`src/rtl/multi_edge_pulse.sv`:
```
// multi_edge_pulse: per-channel stability filter, mode-selected edge detect, fixed-width non-retriggerable tick
module multi_edge_pulse #(
  parameter int CHANNELS      = 4,
  parameter int STABLE_CYCLES = 1,
  parameter int PULSE_CYCLES  = 1
) (
  input  logic                  clock,
  input  logic                  reset,
  input  logic [CHANNELS-1:0]   sig,
  input  logic [2*CHANNELS-1:0] mode,
  output logic [CHANNELS-1:0]   tick,
  output logic [CHANNELS-1:0]   overrun,
  output logic [CHANNELS-1:0]   level
);
  localparam int SW = $clog2(STABLE_CYCLES) + 1;
  localparam int PW = $clog2(PULSE_CYCLES) + 1;
  localparam logic [SW-1:0] SMAX = SW'(STABLE_CYCLES - 1);
  localparam logic [PW-1:0] PMAX = PW'(PULSE_CYCLES - 1);
  typedef enum logic {IDLE, PULSE} state_t;
  for (genvar c = 0; c < CHANNELS; c++) begin : ch
    state_t state, state_nx;
    logic [SW-1:0] scnt;
    logic [PW-1:0] pcnt, pcnt_nx;
    logic lvl, ovr, acc, qual;
    always_ff @(posedge clock) begin
      if (reset) begin
        state <= IDLE;
        scnt  <= '0;
        pcnt  <= '0;
        lvl   <= 1'b0;
        ovr   <= 1'b0;
      end else begin
        state <= state_nx;
        pcnt  <= pcnt_nx;
        ovr   <= qual && state == PULSE;
        lvl   <= acc ? sig[c] : lvl;
        scnt  <= (sig[c] == lvl || acc) ? '0 : scnt + SW'(1);
      end
    end
    // bit 2c enables rising edges, bit 2c+1 falling edges
    always_comb begin
      acc      = sig[c] != lvl && scnt == SMAX;
      qual     = acc && (sig[c] ? mode[2*c] : mode[2*c+1]);
      state_nx = state == IDLE ? (qual ? PULSE : IDLE) : (pcnt == '0 ? IDLE : PULSE);
      pcnt_nx  = state == IDLE ? PMAX : pcnt - PW'(1);
    end
    assign tick[c]    = state == PULSE;
    assign overrun[c] = ovr;
    assign level[c]   = lvl;
  end
endmodule

```
`config.mk`:
```
export PLATFORM = sky130hd
export DESIGN_NAME = multi_edge_pulse
export DESIGN_NICKNAME = d
export VERILOG_FILES = /design/src/rtl/multi_edge_pulse.sv
export SDC_FILE = /design/constraint.sdc
export NUM_CORES = 1
export LEC_CHECK = 0
export BUFFER_PORTS_ARGS = -buffer_cell sky130_fd_sc_hd__buf_4
export CAP_MARGIN = 20
export CORE_UTILIZATION = 43
export CTS_BUF_LIST = sky130_fd_sc_hd__clkbuf_16
export DETAILED_ROUTE_END_ITERATION = 10
export GPL_TIMING_DRIVEN = 0
export PLACE_DENSITY = 0.82
export SETUP_SLACK_MARGIN = 0.1
export SKIP_CTS_REPAIR_TIMING = 1
export SYNTH_ARGS = -nofsm -noshare
export SYNTH_HDL_FRONTEND = slang
export SYNTH_SLANG_ARGS = --single-unit
```
`constraint.sdc`:
```
create_clock -name clock -period 1 [get_ports clock]
set_clock_uncertainty 0.15 [all_clocks]
set_input_delay 0.05 -clock clock [delete_from_list [all_inputs] [get_ports clock]]
set_output_delay 0.05 -clock clock [all_outputs]
set_load 0.1 [all_outputs]
```
; Word-level counts from Yosys, hierarchy flattened
; Cells that the tools add are included.
[op_classes]
n_mux = 16
n_bitwise = 8
reduce_logical = 24
eq_ne = 8
addsub = 8
[op_table]
columns = operator, n
row1 = $mux 1, 16
row2 = $reduce_or 2->1, 8
row3 = $logic_and 1x1->1, 12
row4 = $not 1->1, 8
row5 = $add 1x1->1 const B, 4
row6 = $eq 1x1->1, 4
row7 = $logic_or 1x1->1, 4
row8 = $ne 1x1->1, 4
row9 = $sub 1x1->1 const B, 4
[totals]
word_cells = 84
regBits = 20
output_inout_bits = 12

; Logic depth before layout (Yosys ltp)
; Gate-level depths: netlist of the first run.
[logic_depth]
word_depth = 5
depth_mapped = 3
mapped_depth_nobuf = 3

; Worst setup path before layout of the first run
; OpenSTA, ideal clock, no wires.
[synth_timing]
path_kind = flip-flop to flip-flop
start = register ch[1].lvl
end = register ch[1].state
setup_time_ns = 0.096
path_buffers = 0
stages_incl_launch_ff = 4
slack_ns = 0.057
arrival_ns = 0.698
path_cell_list = dfxtp_1 > nand3b_1 > o21a_1 > o41ai_2
[synth_between]
elab_chain_cells = 5
[synth_lines]
columns = element, line
row1 = from (decl), 24  ; logic lvl, ovr, acc, qual;
row2 = from (signal assigned), 36  ; lvl <= acc ? sig[c] : lvl;
row3 = $ne 1x1->1, 42  ; acc = sig[c] != lvl && scnt == SMAX;
row4 = $logic_and 1x1->1, 42
row5 = $logic_and 1x1->1, 43  ; qual = acc && (sig[c] ? mode[2*c] : mode[2*c+1]);
row6 = $mux 1 (2 in a row), 44  ; state_nx = state == IDLE ? (qual ? PULSE : IDLE) : (pcnt == '0 ? IDLE : PULSE);
row7 = to (signal assigned), 33  ; state <= state_nx;
row8 = to (decl), 21  ; state_t state, state_nx;
; No other way between the ends.
; A chain may end at the register's enable or synchronous reset.

; Worst setup path in the final report of the first run
[layout_timing]
start = register ch[0].lvl
end = register ch[0].state
[layout_between]
elab_chain_cells = 5
[layout_lines]
columns = element, line
row1 = from (decl), 24
row2 = from (signal assigned), 36
row3 = $ne 1x1->1, 42
row4 = $logic_and 1x1->1, 42
row5 = $logic_and 1x1->1, 43
row6 = $mux 1 (2 in a row), 44
row7 = to (signal assigned), 33
row8 = to (decl), 21
; No other way between the ends.

==> impl_results.md, run 1 <==
- Status: complete, but fails checks
- Failing checks: hold timing, setup timing
- Sw Share: 22.7%
- Unique masters post-synth: 12
- RSZ-0062 raised after global routing: true
- Die area: 2010 um^2
- Hold Path End: ch[1].lvl$_SDFFE_PP0P_
- Area after DPL: 1030 um^2
- N_diodes: 0
- H-Tree Level Count: 1
- Num CTS Buffers: 3
- Worst R2R Setup Slack: -120 ps
- Fillers: 83
- Worst setup path startpoint: ch[0].lvl$_SDFFE_PP0P_
- Total congestion overflow: 0
- Routed wire length: 2.12 mm
- R2R depth: 3
- Net Sw Power: 0.000524 W
- Synthesis-stage register bit count: 20
- Critical path depth: 3
- Setup CP Type: reg2reg
- CP top delay family: compound AO/OA/AOI/OAI gates
- Setup violations, final: 13
- GRT Total Usage: 14.6%
- FF-to-FF End: ch[0].state$_SDFF_PP0_
- WP data required: 990 ps
- CP bufs+invs: 0
- Peak VDD IR: 1.36 mV
- Port-buffer cells: 25
- Mapped Area: 791 um^2
- Final period utilization: 112%
- Global placer's final weighted congestion: 0.726
- Final-stage net count: 122
- WL per Instance: 16.1 um
- Mux share of post-synthesis cell area: 5.06%
- First-pass GRT wire length: 2.08 mm
- Total power: 0.00231 W
- Area taken by multi-input logic gates: 338 um^2
- DP Wirelength: 894 um
- Sequential element share of the synthesized area: 50.6%
- Max-slew violations: 0
- Placement Rows: 15
- I/O Pins: 26
- Setup crit start kind: flop
- Initial Util: 45.8%
- Clk_lat worst skew: 250 ps
- Post-Synth Adder-Cell Area: 0%
- Pint: 0.00178 W
- Post-synthesis xor/xnor area fraction: 0%
- Combinational Power Share: 15.5%
- Leakage: 0.606 nW
- Crit-path max FO: 4
- DR vias: 641
- Largest net degree at the start of global routing: 13
- Storage element area: 430 um^2
- # Max-Cap Violations: 0
- P&R area growth vs syn: 75.2%
- Core Util, Final: 80.2%
- Final Cell Area: 1390 um^2
- Synthesized instance count: 74
- CP Cell Sequence: nand3b_1 > o21a_1 > o41ai_2
- Clock power share: 47.4%
- Critical Path AT: 1100 ps
- Slowest cell on crit path: dfxtp_2
- Synth Area in Simple Gates: 19.0%
- Achievable Freq: 0.895 GHz
- Max clock buf depth: 2
- First drt pass iteration count: 4
- Core ar.: 1730 um^2
- Post-route DRC: 0
- Reg clk slew, reported paths: 60 ps
- Number of global-route vias before repair: 516
- Largest family of logic cells by synthesized area: simple AND/OR/NAND/NOR gates
- Crit path capture type: flop
- Hold Crit Depth: 3
- Initial antenna violation count: 0
- Clock root buffer: clkbuf_16
- Final Hold Vio Count: 6
- Die X: 44.9 um
- Die Ht: 44.9 um
- Place WS: 4.57 ps
- Dpl cells: 127
- Reg-to-Reg Start: ch[0].lvl$_SDFFE_PP0P_
- Initial DRC count: 22
- Critical Path Max Stage Delay: 360 ps
- Seq pwr share: 37.0%
- Hold_ws: -98.0 ps
- Via density: 4.86
- DRT antenna net count: 0
- Layout cells sized above 1: 64.5%
- Yosys Warn Count: 0
- Worst Hold Class: in2reg
- Setup slack after layout: -117 ps
- CTS tree: yes
- Post-route non-filler standard cell count: 132
- Num Clock Sinks: 20
- Pwr dens: 1660 nW/um^2
- Hold Path Origin: sig[1]
- Post-synthesis compound-gate area fraction: 12.0%
- Mean Syn Cell Area: 10.7 um^2
- Final critical-path required period: 1120 ps
-- sequential cells by signal, indices dropped and copies added (netlist names) --
signal	cells
ch.ovr	4
ch.pcnt	4
ch.scnt	4
ch.lvl	4
ch.state	4
-- cell families after synthesis --
| kind of cell | after synthesis |
|---|---|
| simple gates | 28 |
| flops | 20 |
| buf+inv | 13 |
| compound gates | 8 |
| mux | 4 |
| other cells | 1 |
-- metal layers --
layer | track usage (%) | routed length [um] | vias to the layer above
met4 | 9.09 | 44 | 0
li1 | - | - | 304
met5 | 0 | 0 | -
met1 | 15.6 | 861 | 304
met3 | 3.60 | 68 | 4
met2 | 25.9 | 1150 | 29
-- Yosys cell counts --
cell / count / area share [%]
buf_4: 12 / 11
buf_6: 1 / 1.4
conb_1: 1 / 0.47
dfxtp_1: 20 / 51
mux2i_1: 4 / 5.1
nand2_1: 4 / 1.9
nand2b_1: 4 / 3.2
nand3b_1: 8 / 7.6
nor2_1: 8 / 3.8
nor3_1: 4 / 2.5
o21a_1: 4 / 3.8
o41ai_2: 4 / 8.2
-- power by group through the flow --
stage          logic [W]  clock network [W]  registers (W)
2_1_floorplan   0.000192                  0       0.000865
3_3_place_gp    0.000264                  0       0.000869
3_5_place_dp    0.000268                  0       0.000871
4_1_cts         0.000270            0.00109       0.000854
5_1_grt         0.000371            0.00115       0.000857
6_report        0.000359            0.00109       0.000854
-- final cells by class --
class / instances / share of cell area [%]
sequential: 20 / 31.1
timing repair buffer: 30 / 27.4
multi-input combinational: 44 / 24.4
buffer: 9 / 7.32
clock buffer: 3 / 5.42
tap: 25 / 2.26
clock inverter: 1 / 2.17
-- worst register-to-register path: stages (launching register included) --
cell,delay [ps]
dfxtp_2,360
nand3b_1,90
o21a_1,150
o41ai_2,250
-- how the worst max path moves through the flow --
stage,end,slack [ps]
global route,ch[0].state$_SDFF_PP0_,-160
floorplan,ch[1].state$_SDFF_PP0_,80
finish,ch[0].state$_SDFF_PP0_,-120
global placement,tick[2],40
CTS,tick[1],-250
detailed placement,ch[2].state$_SDFF_PP0_,5
-- per-stage QoR --
stage | setup TNS [ps] | hold WS, ps
final | -960 | -98.0
after global routing | -1380 | -84.2
after CTS | -2220 | -97.3
after detailed placement | 0 | 161
after global placement | 0 | 141
after floorplan | 0 | -3.32
-- placed cells by master (no fill, tap or decap) --
| cell | netlist | final |
|---|---|---|
| clkbuf_16 | 0 | 3 |
| bufinv_16 | 0 | 1 |
| nand2b_1 | 4 | 1 |
| dfxtp_4 | 0 | 4 |
| buf_4 | 12 | 17 |
| dfxtp_1 | 20 | 4 |
| mux2i_1 | 4 | 4 |
| nand2_1 | 4 | 4 |
| nor3_1 | 4 | 1 |
| nor2_1 | 8 | 8 |
| buf_12 | 0 | 12 |
| nor3_2 | 0 | 3 |
| o41ai_2 | 4 | 4 |
| nand2b_4 | 0 | 3 |
| o21a_1 | 4 | 4 |
| buf_6 | 1 | 10 |
| conb_1 | 1 | 4 |
| nand3b_1 | 8 | 8 |
| dfxtp_2 | 0 | 12 |
Power figures use the tool's default switching activity.
==> inputs of run 2 (changes only) <==
CAP_MARGIN = not set   (was 20)
CORE_UTILIZATION = 51   (was 43)
PLACE_DENSITY = 0.9   (was 0.82)
clock period = 1.3 ns   (was 1 ns; I/O delays follow)
==> run 2 against run 1 <==
Net effect: die area shrank 15%; highest routed layer unchanged; largest power group unchanged; setup slack gained 250 ps; the flow finishes with violations (hold timing); clock-buffer cell count is the same; design area shrank 12%.
==> impl_results.md, run 2 (synthesized netlist as in run 1, its figures left out) <==
- Status: complete, but fails checks
- Failing checks: hold timing
- Initial Util: 57.9% (+12 points)
- Total congestion overflow: 0 (unchanged)
- Core ar.: 1370 um^2 (-21%)
- Setup slack after layout: 131 ps (+248 ps)
- Routed wire length: 1.93 mm (-9.2%)
- Leading cell type in the layout, fill and taps excluded: buf_4
- Die X: 41.4 um (-7.8%)
- Initial DRC count: 10 (-55%)
- Critical Path Max Stage Delay: 380 ps (+20 ps)
- Hold_ws: -0.917 ps (+97.1 ps)
- Final Cell Area: 1220 um^2 (-12%)
- Final critical-path required period: 1170 ps
- I/O Pins: 26 (unchanged)
- Die area: 1710 um^2 (-15%)
- TNS Setup: 0 ps (+960 ps)
- Port-buffer cells: 25 (unchanged)
- DRT antenna net count: 0 (unchanged)
- RSZ-0062 raised after global routing: false
- Core Util, Final: 89.3% (+9.1 points)
- Most frequent cells in the layout: buf_4 (29), dfxtp_1 (15), nor2_1 (8), nand3b_1 (8), buf_8 (8)
- Place WS: 281 ps (+276 ps)
- Total power: 0.00175 W (-24%)
- Area taken by multi-input logic gates: 300 um^2 (-11%)
- DP Wirelength: 1.05 mm (+17%)
- N_diodes: 0 (unchanged)
- Num Clock Sinks: 20 (unchanged)
- Crit-path max FO: 4 (unchanged)
- Initial antenna violation count: 0 (unchanged)
- Largest net degree at the start of global routing: 13 (unchanged)
- Final Hold Vio Count: 1 (-5)
- Area after DPL: 1010 um^2 (-1.7%)
- Reg clk slew, reported paths: 60 ps (about the same)
- Num CTS Buffers: 3 (unchanged)
- Layout cells sized above 1: 46.4% (-18 points)
- Pwr dens: 1430 nW/um^2 (-14%)
- P&R area growth vs syn: 54.3%
- H-Tree Level Count: 1 (unchanged)
- Critical Path AT: 950 ps (-150 ps)
- Max clock buf depth: 2 (unchanged)
- Slowest cell on crit path: dfxtp_1
- Setup CP Type: reg2out
- CP Cell Sequence: buf_4 > buf_8
- Max-slew violations: 0 (unchanged)
- Final-stage net count: 125 (+2.5%)
- Clock root buffer: clkbuf_16
- Number of global-route vias before repair: 586 (+14%)
- Global placer's final weighted congestion: 0.676 (-6.9%)
- Die Ht: 41.4 um (-7.8%)
- First drt pass iteration count: 4 (unchanged)
- Placement Rows: 13 (-2)
- Post-route DRC: 0 (unchanged)
- Clk_lat worst skew: 250 ps (about the same)
- Fillers: 64 (-23%)
- Leakage: 0.569 nW (-6.1%)
- DR vias: 666 (+3.9%)
- Setup crit start kind: flop
- Worst Hold Class: in2reg
- GRT Total Usage: 24.5% (+9.9 points)
- CTS tree: yes
- Setup violations, final: 0 (-13)
- # Max-Cap Violations: 0 (unchanged)
- Achievable Freq: 0.855 GHz
- WL per Instance: 15.4 um (-4.1%)
- Via density: 5.33 (+9.7%)
- Final period utilization: 89.9%
- Crit path capture type: output port
- First-pass GRT wire length: 2.57 mm (+24%)
- WP data required: 1090 ps (+100 ps)
- Storage element area: 407 um^2 (-5.5%)
- Peak VDD IR: 1.76 mV (+29%)
[run 2: final timing paths]
kind | startpoint | cells past startpoint | slack [ps] | endpoint
worst max-delay path | ch[2].lvl$_SDFFE_PP0P_ | 2 | 130 | level[2]
worst min register to register | ch[2].pcnt$_SDFF_PP0_ | 1 | 280 | ch[2].pcnt$_SDFF_PP0_
worst min-delay path | reset | 3 | -0.9 | ch[1].pcnt$_SDFF_PP0_
worst max register to register | ch[3].lvl$_SDFFE_PP0P_ | 3 | 240 | ch[3].state$_SDFF_PP0_
[run 2: area by class of cell]
cell class                      count  area share, %
Clock buffer                        3           6.15
Multi-Input combinational cell     44           24.6
Clock inverter                      1           2.46
Timing Repair Buffer               29           23.6
Sequential cell                    20           33.3
Tap cell                           15           1.54
Buffer                             13           8.31
[run 2: power by group]
| part | internal, W | switching [W] |
|---|---|---|
| logic | 0.000104 | 0.000138 |
| registers | 0.000636 | 0.0000228 |
| clock network | 0.000611 | 0.000234 |
| total | 0.00135 | 0.000395 |
[run 2: stage by stage]
stage	hold slack [ps]	cells
2_1_floorplan	11.7	77
3_3_place_gp	159	117
3_5_place_dp	181	117
4_1_cts	-79.0	121
5_1_grt	10.5	125
6_report	-0.917	125
[run 2: per-layer routing]
metal,vias up,GRT usage [%],routed length [um]
met5,-,0,0
met3,4,7.98,98
met1,323,23.9,703
met2,26,46.9,1100
li1,313,-,-
met4,0,9.68,26
[run 2: worst max-delay path, delay by kind of cell (launching register included)]
| kind | cells | cell delay (ps) |
|---|---|---|
| flops | 1 | 380 |
| buf+inv | 2 | 320 |
==> inputs of run 3 (changes only) <==
CORE_UTILIZATION = 47   (was 51)
PLACE_DENSITY = 0.85   (was 0.9)
REMOVE_ABC_BUFFERS = 1   (was not set)
clock period = 1.2 ns   (was 1.3 ns; I/O delays follow)
==> run 3 against run 2 <==
Net effect: final cell count shrank 9.6%; combinational power shrank 2%; the run still ends with hold timing left; flip-flop and latch count is the same; global-route usage shrank 8.4 points; first-iteration DRC count shrank 60%; setup slack lost 3.8 ps; via count shrank 16%; total power shrank 7.6%; hold slack lost 50 ps; non-clock buffer count shrank 13; highest routed layer unchanged; critical path type unchanged; die area grew 8.1%; register-to-register slack lost 100 ps; largest cell class unchanged.
==> impl_results.md, run 3 (synthesized netlist as in run 1, its figures left out) <==
- Status: complete, but fails checks
- Hold Path Origin: reset
- Worst Hold Class: in2reg
- Final critical-path required period: 1070 ps
- Final period utilization: 89.4%
- Final-stage net count: 112 (-10%)
- Hold Path End: ch[1].lvl$_SDFFE_PP0P_
- Layout cells sized above 1: 40.2% (-6.2 points)
- Hold Crit Depth: 2 (-1)
- Peak VDD IR: 0.932 mV (-47%)
- Area after DPL: 908 um^2 (-9.9%)
- WP data required: 990 ps (-100 ps)
- Max clock buf depth: 2 (unchanged)
- FF-to-FF End: ch[3].state$_SDFF_PP0_
- Most frequent cells in the layout: buf_4 (17), dfxtp_1 (13), nor2_1 (8), nand3b_1 (8), dfxtp_2 (6)
- Via density: 4.95 (-7.2%)
- First drt pass iteration count: 4 (unchanged)
- Total congestion overflow: 0 (unchanged)
- Core ar.: 1540 um^2 (+13%)
- Critical Path Max Stage Delay: 400 ps (+20 ps)
- CTS tree: yes
- Achievable Freq: 0.932 GHz
- CP top delay family: flip-flops
- Die X: 43.0 um (+4.0%)
- WL per Instance: 12.5 um (-19%)
- Crit-path max FO: 4 (unchanged)
- Num Clock Sinks: 20 (unchanged)
- Port-buffer cells: 25 (unchanged)
- Dpl cells: 105 (-10%)
- DRT antenna net count: 0 (unchanged)
- CP Cell Sequence: buf_8
- Setup crit start kind: flop
- Fillers: 101 (+58%)
- Number of global-route vias before repair: 527 (-10%)
- Leakage: 0.493 nW (-13%)
- Reg clk slew, reported paths: 50 ps (about the same)
- Place WS: 182 ps (-99.5 ps)
- H-Tree Level Count: 1 (unchanged)
- Placement Rows: 14 (+1)
- RSZ-0062 raised after global routing: false
- Failing checks: hold timing
- Die Ht: 43.0 um (+4.0%)
- CP bufs+invs: 1 (-1)
- Final Hold Vio Count: 8 (+7)
- Crit path capture type: output port
- DP Wirelength: 942 um (-9.9%)
- Worst R2R Setup Slack: 140 ps (-100 ps)
- Area taken by multi-input logic gates: 300 um^2 (unchanged)
- P&R area growth vs syn: 42.1%
- Largest net degree at the start of global routing: 17 (+4)
- Final Cell Area: 1120 um^2 (-7.9%)
- I/O Pins: 26 (unchanged)
- Die area: 1850 um^2 (+8.1%)
- Leading cell type in the layout, fill and taps excluded: buf_4
- GRT Total Usage: 16.1% (-8.4 points)
- Clock root buffer: clkbuf_16
- Core Util, Final: 72.9% (-16 points)
- Initial DRC count: 4 (-6)
- Setup CP Type: reg2out
- Setup violations, final: 0 (unchanged)
- # Max-Cap Violations: 0 (unchanged)
- DR vias: 559 (-16%)
- Slowest cell on crit path: dfxtp_1
- Clk_lat worst skew: 240 ps (about the same)
- R2R depth: 3 (unchanged)
- Initial antenna violation count: 0 (unchanged)
- Initial Util: 51.3% (-6.6 points)
- Global placer's final weighted congestion: 0.725 (+7.2%)
- Max-slew violations: 0 (unchanged)
- Post-route non-filler standard cell count: 113 (-9.6%)
- Routed wire length: 1.41 mm (-27%)
- N_diodes: 0 (unchanged)
- Storage element area: 412 um^2 (+1.2%)
- Num CTS Buffers: 3 (unchanged)
- Hold_ws: -51.3 ps (-50.4 ps)
- Post-route DRC: 0 (unchanged)
- Critical Path AT: 860 ps (-90 ps)
- Reg-to-Reg Start: ch[3].lvl$_SDFFE_PP0P_
- Pwr dens: 1440 nW/um^2 (+0.37%)
- Setup slack after layout: 127 ps (-3.79 ps)
- First-pass GRT wire length: 2.15 mm (-17%)
==> run 3: changes by cell type in the layout (fill, tap and decap cells not counted), sizes merged <==
cell    previous run  this run
buf               38        25
bufinv             1         0
clkinv             0         1
==> run 3: per-layer routing <==
layer | track usage [%] | part of all wire [%] | wire length [um]
met1 | 17.2 | 38 | 534
met2 | 27.3 | 56 | 789
met3 | 4.26 | 4.7 | 67
met4 | 10.9 | 1.6 | 22
met5 | 0 | 0 | 0
==> run 3: cell type report <==
class,count,share of cell area (%)
tap,16,1.78
multi-input combinational,44,26.7
clock buffer,3,6.68
clock inverter,1,0.334
sequential,20,36.6
timing repair buffer,29,27.8
==> run 3: power by group <==
group	total (W)	switching, W	leakage [nW]	internal [W]
Clock	0.000658	0.000216	0.0385	0.000442
Combinational	0.000238	0.000134	0.288	0.000103
Sequential	0.000718	0.0000288	0.167	0.000689
Total	0.00161	0.000379	0.493	0.00123
==> run 3: worst max-delay path by stage <==
| stage | start | endpoint | slack (ps) | cells past startpoint |
|---|---|---|---|---|
| floorplan | ch[0].lvl$_SDFFE_PP0P_ | ch[0].state$_SDFF_PP0_ | -460 | 3 |
| global placement | ch[3].lvl$_SDFFE_PP0P_ | ch[3].state$_SDFF_PP0_ | 220 | 3 |
| detailed placement | ch[1].lvl$_SDFFE_PP0P_ | ch[1].state$_SDFF_PP0_ | 180 | 3 |
| CTS | ch[1].state$_SDFF_PP0_ | tick[1] | 7 | 1 |
| global route | ch[3].lvl$_SDFFE_PP0P_ | ch[3].state$_SDFF_PP0_ | 80 | 3 |
| finish | ch[0].lvl$_SDFFE_PP0P_ | level[0] | 130 | 1 |
==> run 3: per-stage QoR <==
step                setup TNS [ps]  power [W]
global route                     0    0.00168
detailed placement               0   0.000925
global placement                 0   0.000921
CTS                              0    0.00158
finish                           0    0.00161
floorplan                    -5350   0.000855
